[src/rtl/tx_bit_timer.sv]
// Slave-transmit bit sequencer: drives a byte MSB-first on SDA during SCL low
// phases, releases SDA for the ACK slot and reports the master's ACK/NACK.
module tx_bit_timer #(
  parameter int NUM_DATA_BITS = 8
) (
  input  logic                                   clk,
  input  logic                                   rst,
  input  logic                                   rising_edge_found,
  input  logic                                   falling_edge_found,
  input  logic                                   start_found,
  input  logic                                   stop_found,
  input  logic                                   load_byte,
  input  logic [NUM_DATA_BITS-1:0]               tx_data,
  input  logic                                   sda_in,
  output logic                                   sda_out,
  output logic                                   tx_active,
  output logic                                   ack_received,
  output logic                                   nack_received,
  output logic                                   next_byte_req,
  output logic [$clog2(NUM_DATA_BITS+1)-1:0]     bit_count
);

  localparam int CW = $clog2(NUM_DATA_BITS + 1);
  localparam logic [CW-1:0] FULL = CW'(NUM_DATA_BITS);

  typedef enum logic [1:0] {IDLE, SHIFT, ACK_WAIT, ACK_HOLD} state_t;

  state_t                   state_q, state_d;
  logic [NUM_DATA_BITS-1:0] shreg_q, shreg_d;
  logic                     acked_q, acked_d;
  logic                     sda_q, sda_d;
  logic                     active_q, active_d;
  logic                     ack_q, ack_d;
  logic                     nack_q, nack_d;
  logic                     req_q, req_d;
  logic [CW-1:0]            cnt_q, cnt_d;

  always_comb begin
    state_d  = state_q;
    shreg_d  = shreg_q;
    acked_d  = acked_q;
    sda_d    = sda_q;
    cnt_d    = cnt_q;
    ack_d    = 1'b0;
    nack_d   = 1'b0;
    req_d    = 1'b0;
    if (start_found || stop_found) begin
      state_d = IDLE;
      sda_d   = 1'b1;
      cnt_d   = '0;
    end else begin
      case (state_q)
        IDLE: begin
          sda_d = 1'b1;
          if (load_byte && !falling_edge_found && !rising_edge_found) begin
            shreg_d = tx_data;
            sda_d   = tx_data[NUM_DATA_BITS-1];
            cnt_d   = '0;
            state_d = SHIFT;
          end
        end
        SHIFT: begin
          if (falling_edge_found) begin
            if (cnt_q == FULL) begin
              sda_d   = 1'b1;
              state_d = ACK_WAIT;
            end else begin
              // Rotate rather than zero-fill: vacated LSBs are never driven.
              shreg_d = {shreg_q[NUM_DATA_BITS-2:0], shreg_q[NUM_DATA_BITS-1]};
              sda_d   = shreg_q[NUM_DATA_BITS-2];
            end
          end else if (rising_edge_found && cnt_q != FULL) begin
            cnt_d = cnt_q + CW'(1);
          end
        end
        ACK_WAIT: begin
          if (rising_edge_found && !falling_edge_found) begin
            acked_d = ~sda_in;
            ack_d   = ~sda_in;
            nack_d  = sda_in;
            state_d = ACK_HOLD;
          end
        end
        ACK_HOLD: begin
          if (falling_edge_found) begin
            req_d   = acked_q;
            if (acked_q) cnt_d = '0;
            state_d = IDLE;
          end
        end
        default: state_d = IDLE;
      endcase
    end
    active_d = (state_d != IDLE);
  end

  always_ff @(posedge clk) begin
    if (rst) begin
      state_q  <= IDLE;
      shreg_q  <= '0;
      acked_q  <= 1'b0;
      sda_q    <= 1'b1;
      active_q <= 1'b0;
      ack_q    <= 1'b0;
      nack_q   <= 1'b0;
      req_q    <= 1'b0;
      cnt_q    <= '0;
    end else begin
      state_q  <= state_d;
      shreg_q  <= shreg_d;
      acked_q  <= acked_d;
      sda_q    <= sda_d;
      active_q <= active_d;
      ack_q    <= ack_d;
      nack_q   <= nack_d;
      req_q    <= req_d;
      cnt_q    <= cnt_d;
    end
  end

  assign sda_out       = sda_q;
  assign tx_active     = active_q;
  assign ack_received  = ack_q;
  assign nack_received = nack_q;
  assign next_byte_req = req_q;
  assign bit_count     = cnt_q;

endmodule

[config.mk]
export PLATFORM = sky130hd
export DESIGN_NAME = tx_bit_timer
export DESIGN_NICKNAME = d
export VERILOG_FILES = /design/src/rtl/tx_bit_timer.sv
export SDC_FILE = /design/constraint.sdc
export NUM_CORES = 1
export LEC_CHECK = 0
export BUFFER_PORTS_ARGS = -buffer_cell sky130_fd_sc_hd__buf_2
export CAP_MARGIN = 20
export CORE_UTILIZATION = 53
export DETAILED_ROUTE_END_ITERATION = 10
export GPL_TIMING_DRIVEN = 1
export PLACE_DENSITY = 0.75
export SYNTH_ARGS = -nofsm -noshare
export SYNTH_HDL_FRONTEND = slang
export SYNTH_SLANG_ARGS = --single-unit
[constraint.sdc]
create_clock -name clk -period 2.1 [get_ports clk]
set_input_delay 0.21 -clock clk [delete_from_list [all_inputs] [get_ports clk]]
set_output_delay 0.21 -clock clk [all_outputs]
set_load 0.01 [all_outputs]
; Yosys cells after proc, flatten, opt, wreduce, memory -nomap -nowiden
; Cells that the tools add are included.
[op_classes]
n_addsub = 1
n_eq_ne = 12
mux = 21
n_bitwise = 6
n_reduce_logical = 18
[ops]
columns = cell, count
row1 = 2-to-1 mux 8 bit, 3
row2 = 2-to-1 mux 4 bit, 5
row3 = case mux 8 bit (2 select lines), 1
row4 = inequality test 2 bit (second input constant), 7
row5 = 2-to-1 mux 2 bit, 6
row6 = case mux 4 bit (3 select lines), 1
row7 = case mux 2 bit (4 select lines), 1
row8 = OR reduction 4 bit, 2
row9 = NOT 1 bit, 6
row10 = AND reduction 6 bit, 1
row11 = AND reduction 5 bit, 1
row12 = adder 4 x 1 -> 4 bit (second input constant), 1
row13 = == test 2 bit (second input constant), 2
row14 = == test 4 bit (second input constant), 1
row15 = logical AND 1 bit, 4
row16 = inequality test 4 bit (second input constant), 1
row17 = nonzero test 2 bit, 2
row18 = 2-to-1 mux 1 bit, 3
row19 = AND reduction 3 bit, 1
row20 = nonzero test 3 bit, 1
row21 = == test 2 x 1 -> 1 bit (second input constant), 1
row22 = zero test 1 bit, 2
row23 = zero test 2 bit, 1
row24 = case mux 1 bit (2 select lines), 1
row25 = other kinds (3), 3
[totals]
reg_bits = 20
inputBits = 16
out_inout_bits = 9
wordCells = 67

; Longest topological paths before layout
[logic_depth]
depth_word = 7
ltp_mapped = 7
mapped_depth_nobuf = 6

; Worst setup path before layout
; Ideal clock, no wire load.
[synth_timing]
path_kind = register to register
startpoint = reg cnt_q[0] (netlist: bit_count[0])
endpoint = reg cnt_q[2] (netlist: bit_count[2])
setup_ns = 0.122
arrival_ns = 1.613
required_ns = 1.978
path_slack_ns = 0.365
path_stages_with_launch = 7
n_path_buf = 0
synth_period_minus_slack_ns = 1.735
path_cell_list = dfxtp_1 inv_1 ha_1 and3b_1 and2_2 o31a_1 a221o_1
[synth_between]
elab_chain_len = 4
elab_cells_between_ends = 8
classes_between = add/sub (1) / eq/ne (2) / mux (3) / reduce/logical (2)
[synth_rtl]
columns = element, line_no
row1 = start: declaration, 36  ; logic [CW-1:0] cnt_q, cnt_d;
row2 = start signal: assignment, 117  ; cnt_q <= cnt_d;
row3 = adder 4 x 1 -> 4 bit / inequality test 4 bit (equally long branches), "73, 72"
row4 = 2-to-1 mux 4 bit / logical AND 1 bit (equally long branches), 72  ; end else if (rising_edge_found && cnt_q != FULL) begin
row5 = 2-to-1 mux 4 bit / inequality test 2 bit (equally long branches), n/a
row6 = case mux 4 bit (3 select lines) / AND reduction 6 bit (equally long branches), n/a
; Parallel ways exist; a longest one is shown, timed or not. The select of a mux whose other input is x is not followed.
; A chain may end at the register's enable or synchronous reset.

; Worst setup path in the final report
; Ends and elaborated chain as after synthesis.

==> results.md <==
- Status: completed
- Boundary Pins: 25
- Mapped cell area: 1150 µm²
- Vias in the first global route: 925
- Async SR Flop Fraction: 0%
- Pleak: 0.000556 µW
- Synth area leader: dfxtp_1
- DRT antenna net count: 0
- CP Class: reg -> reg
- Die height: 48.5 µm
- Netlist cell types: 38
- Critical Path AT: 2060 ps
- FP Rows: 16
- Nets: 176
- Die area: 2350 µm²
- Global route overflow: 0
- Net Count, Synth: 151
- Startpoint Class: flip-flop
- Critical path endpoint category: flip-flop
- Starting DRT DRC Count: 24
- FILL cells: 171
- CP cell instances: inv_1, ha_1, and3b_1, and2_2, o31a_1, a221o_1
- Layout cells sized above 1: 26.8%
- RSZ-0062 raised after global routing: no
- Gr usage total: 21.1%
- Hold Violations, Final: 0
- Core Util, Final: 65.8%
- Share of the synthesized area in the top cell type: 34.9%
- Pwr Total: 673 µW
- Post-synthesis sequential area ratio: 34.9%
- Slew @ Worst Pin: 604 ps
- H-tree levels: 1
- Peak supply drop: 0.000427 V
- CTS tree: built
- Post-CTS sizing: 0
- Min-Delay Path Class: in -> reg
- Total setup buffers inserted after CTS: 0
- Pwr Density: 511 nW/µm²
- Number of max-cap violations: 0
- CTS buffer count: 3
- Largest net degree at the start of global routing: 17
- Worst-path clk slew: 110 ps
- Drt drc: 0
- Clock Latency Late Sink: 300 ps
- DR WL/cell: 12.8 µm
- Multi-input combinational cell area: 689 µm²
- Dpl hpwl: 1760 µm
- First-pass GRT wire length: 3970 µm
- Crit-path max FO: 5
- Final GP Congestion: 0.904
- Total number of vias: 1,014
- Largest cells by area after synthesis: dfxtp_1 (35%), mux2i_1 (7.0%), ha_1 (6.5%)
- #FFs+latches synth: 20
- Diode count: 0
- Layout Cells excl Fill: 180
- Root Buffer: clkbuf_4
- Dominant synthesized flop cell: dfxtp_1
- Final count of pins violating max slew: 0
- Post-synthesis cell count: 129
- Setup_tns: 0 ps
- Initial antenna violation count: 0
- CORE AREA: 2000 µm²
- CTS hold repair buffers: 0
- CTS sink cnt: 20
- Die X: 48.5 µm
- Fin crit share: 88.7%
- Clock skew: 3.91 ps
- WL final: 2300 µm
- Drt via density: 5.63
- CP bufs+invs: 1
- Fmax: 537 MHz
- Min Tclk post-route: 1860 ps
- Cell family contributing the most delay on the critical path: compound AO/OA/AOI/OAI gates
- Post-synth EDFFs: 0
- Synthesis Warnings: 0
- Number of port buffers: 24
- Slowest CP cell: dfxtp_1
- Bufs on Longest Clock Path: 2
- Setup violations, final: 0
- Starting Density: 57.3%
- Worst EP required: 2300 ps
- Pre-antenna DRT Iters: 4
- Slowest stage delay, CP: 420 ps
- FF+latch area: 400 µm²
- Dpl cells: 176
- Relative slew slack: 59.2%
- Avg Cell Area, Syn: 8.89 µm²
- P&R area growth vs syn: 14.8%
[cell families (layout without fill, tap and decap cells)]
kind of cell             count (synthesis)  count (layout)  share of synthesized area [%]
AO/OA/AOI/OAI                           27              27                           17.2
adder cells (fa/ha/maj)                  6               6                           6.54
buffers and inverters                   12              36                           5.02
flip-flops                              20              20                           34.9
multiplexers                             8               8                           6.98
AND/OR/NAND/NOR                         56              56                           29.3
[worst reg2reg max path: cells and delay by family (launching register included)]
kind / cells / cell delay [ps]
AOI/OAI and AO/OA: 2 / 610
adders and majority gates: 1 / 220
and+or+nand+nor: 2 / 420
buffers and inverters: 1 / 90
DFF: 1 / 420
[placed cells by master, fill, tap and decap left out, types with 2 or more instances in the layout]
| cell | n |
|---|---|
| a211oi_1 | 2 |
| a21oi_1 | 10 |
| a221o_1 | 2 |
| a31o_2 | 2 |
| and3_1 | 7 |
| and3b_1 | 2 |
| buf_2 | 24 |
| buf_4 | 2 |
| clkbuf_4 | 3 |
| dfxtp_1 | 20 |
| ha_1 | 6 |
| inv_1 | 6 |
| mux2i_1 | 8 |
| nand2_1 | 6 |
| nand3_1 | 3 |
| nand3b_1 | 2 |
| nor2_1 | 9 |
| nor2b_1 | 3 |
| nor3_1 | 13 |
| nor3b_1 | 2 |
| o21a_1 | 2 |
| o22ai_1 | 2 |
[power by group]
group | internal (µW) | total (µW) | switching (µW)
sequential | 384 | 386 | 2.37
clock | 106 | 222 | 116
combinational | 30.3 | 65.6 | 35.3
[state kept, by name, summed over array words and instances (netlist names)]
| signal | cells |
|---|---|
| bit_count | 4 |
| acked_q | 1 |
| tx_active | 1 |
| state_q | 2 |
| sda_out | 1 |
| shreg_q | 8 |
| next_byte_req | 1 |
| nack_received | 1 |
| ack_received | 1 |
[metal layers]
metal  wire length (µm)  global-route usage [%]  share of wire (%)  up-vias
met5                  0                       0                  0        -
met4                 10                    3.43               0.44        0
met3                 88                    6.29                3.8        2
met2               1090                    35.4                 47       20
met1               1110                    27.2                 48      471
li1                   -                       -                  -      521
[synth_stat cells (2+ instances only)]
| library cell | count |
|---|---|
| inv_1 | 6 |
| a221o_1 | 2 |
| dfxtp_1 | 20 |
| a31o_2 | 2 |
| ha_1 | 6 |
| nor2_1 | 9 |
| nand3_1 | 3 |
| o21a_1 | 2 |
| a211oi_1 | 2 |
| and3_1 | 7 |
| nand3b_1 | 2 |
| nor3_1 | 13 |
| o22ai_1 | 2 |
| mux2i_1 | 8 |
| nor3b_1 | 2 |
| buf_2 | 4 |
| and3b_1 | 2 |
| a21oi_1 | 10 |
| nor2b_1 | 3 |
| nand2_1 | 6 |
[worst paths after layout]
path / start / to / slack, ps / cells after the start
min reg2reg: acked_q / next_byte_req / 480 / 2
max: bit_count[0] / bit_count[2] / 240 / 6
min: sda_in / ack_received / 90 / 2
max reg2reg: bit_count[0] / bit_count[2] / 240 / 6
[metrics by stage]
stage | hold slack, ps | area [µm²] | setup WS, ps
6_report | 91.5 | 1320 | 238
5_1_grt | 77.5 | 1320 | 86.2
4_1_cts | 86.3 | 1320 | 246
3_5_place_dp | 419 | 1280 | 267
3_3_place_gp | 413 | 1280 | 330
2_1_floorplan | 289 | 1150 | 365
[cell type report]
class / count / area share [%]
clock buffers: 4 / 2.75
inverters: 6 / 1.71
multi-input cells: 97 / 52.3
flip-flops and latches: 20 / 30.4
well taps: 27 / 2.56
repair buffers: 26 / 10.3
(Power assumes the default switching activity.)
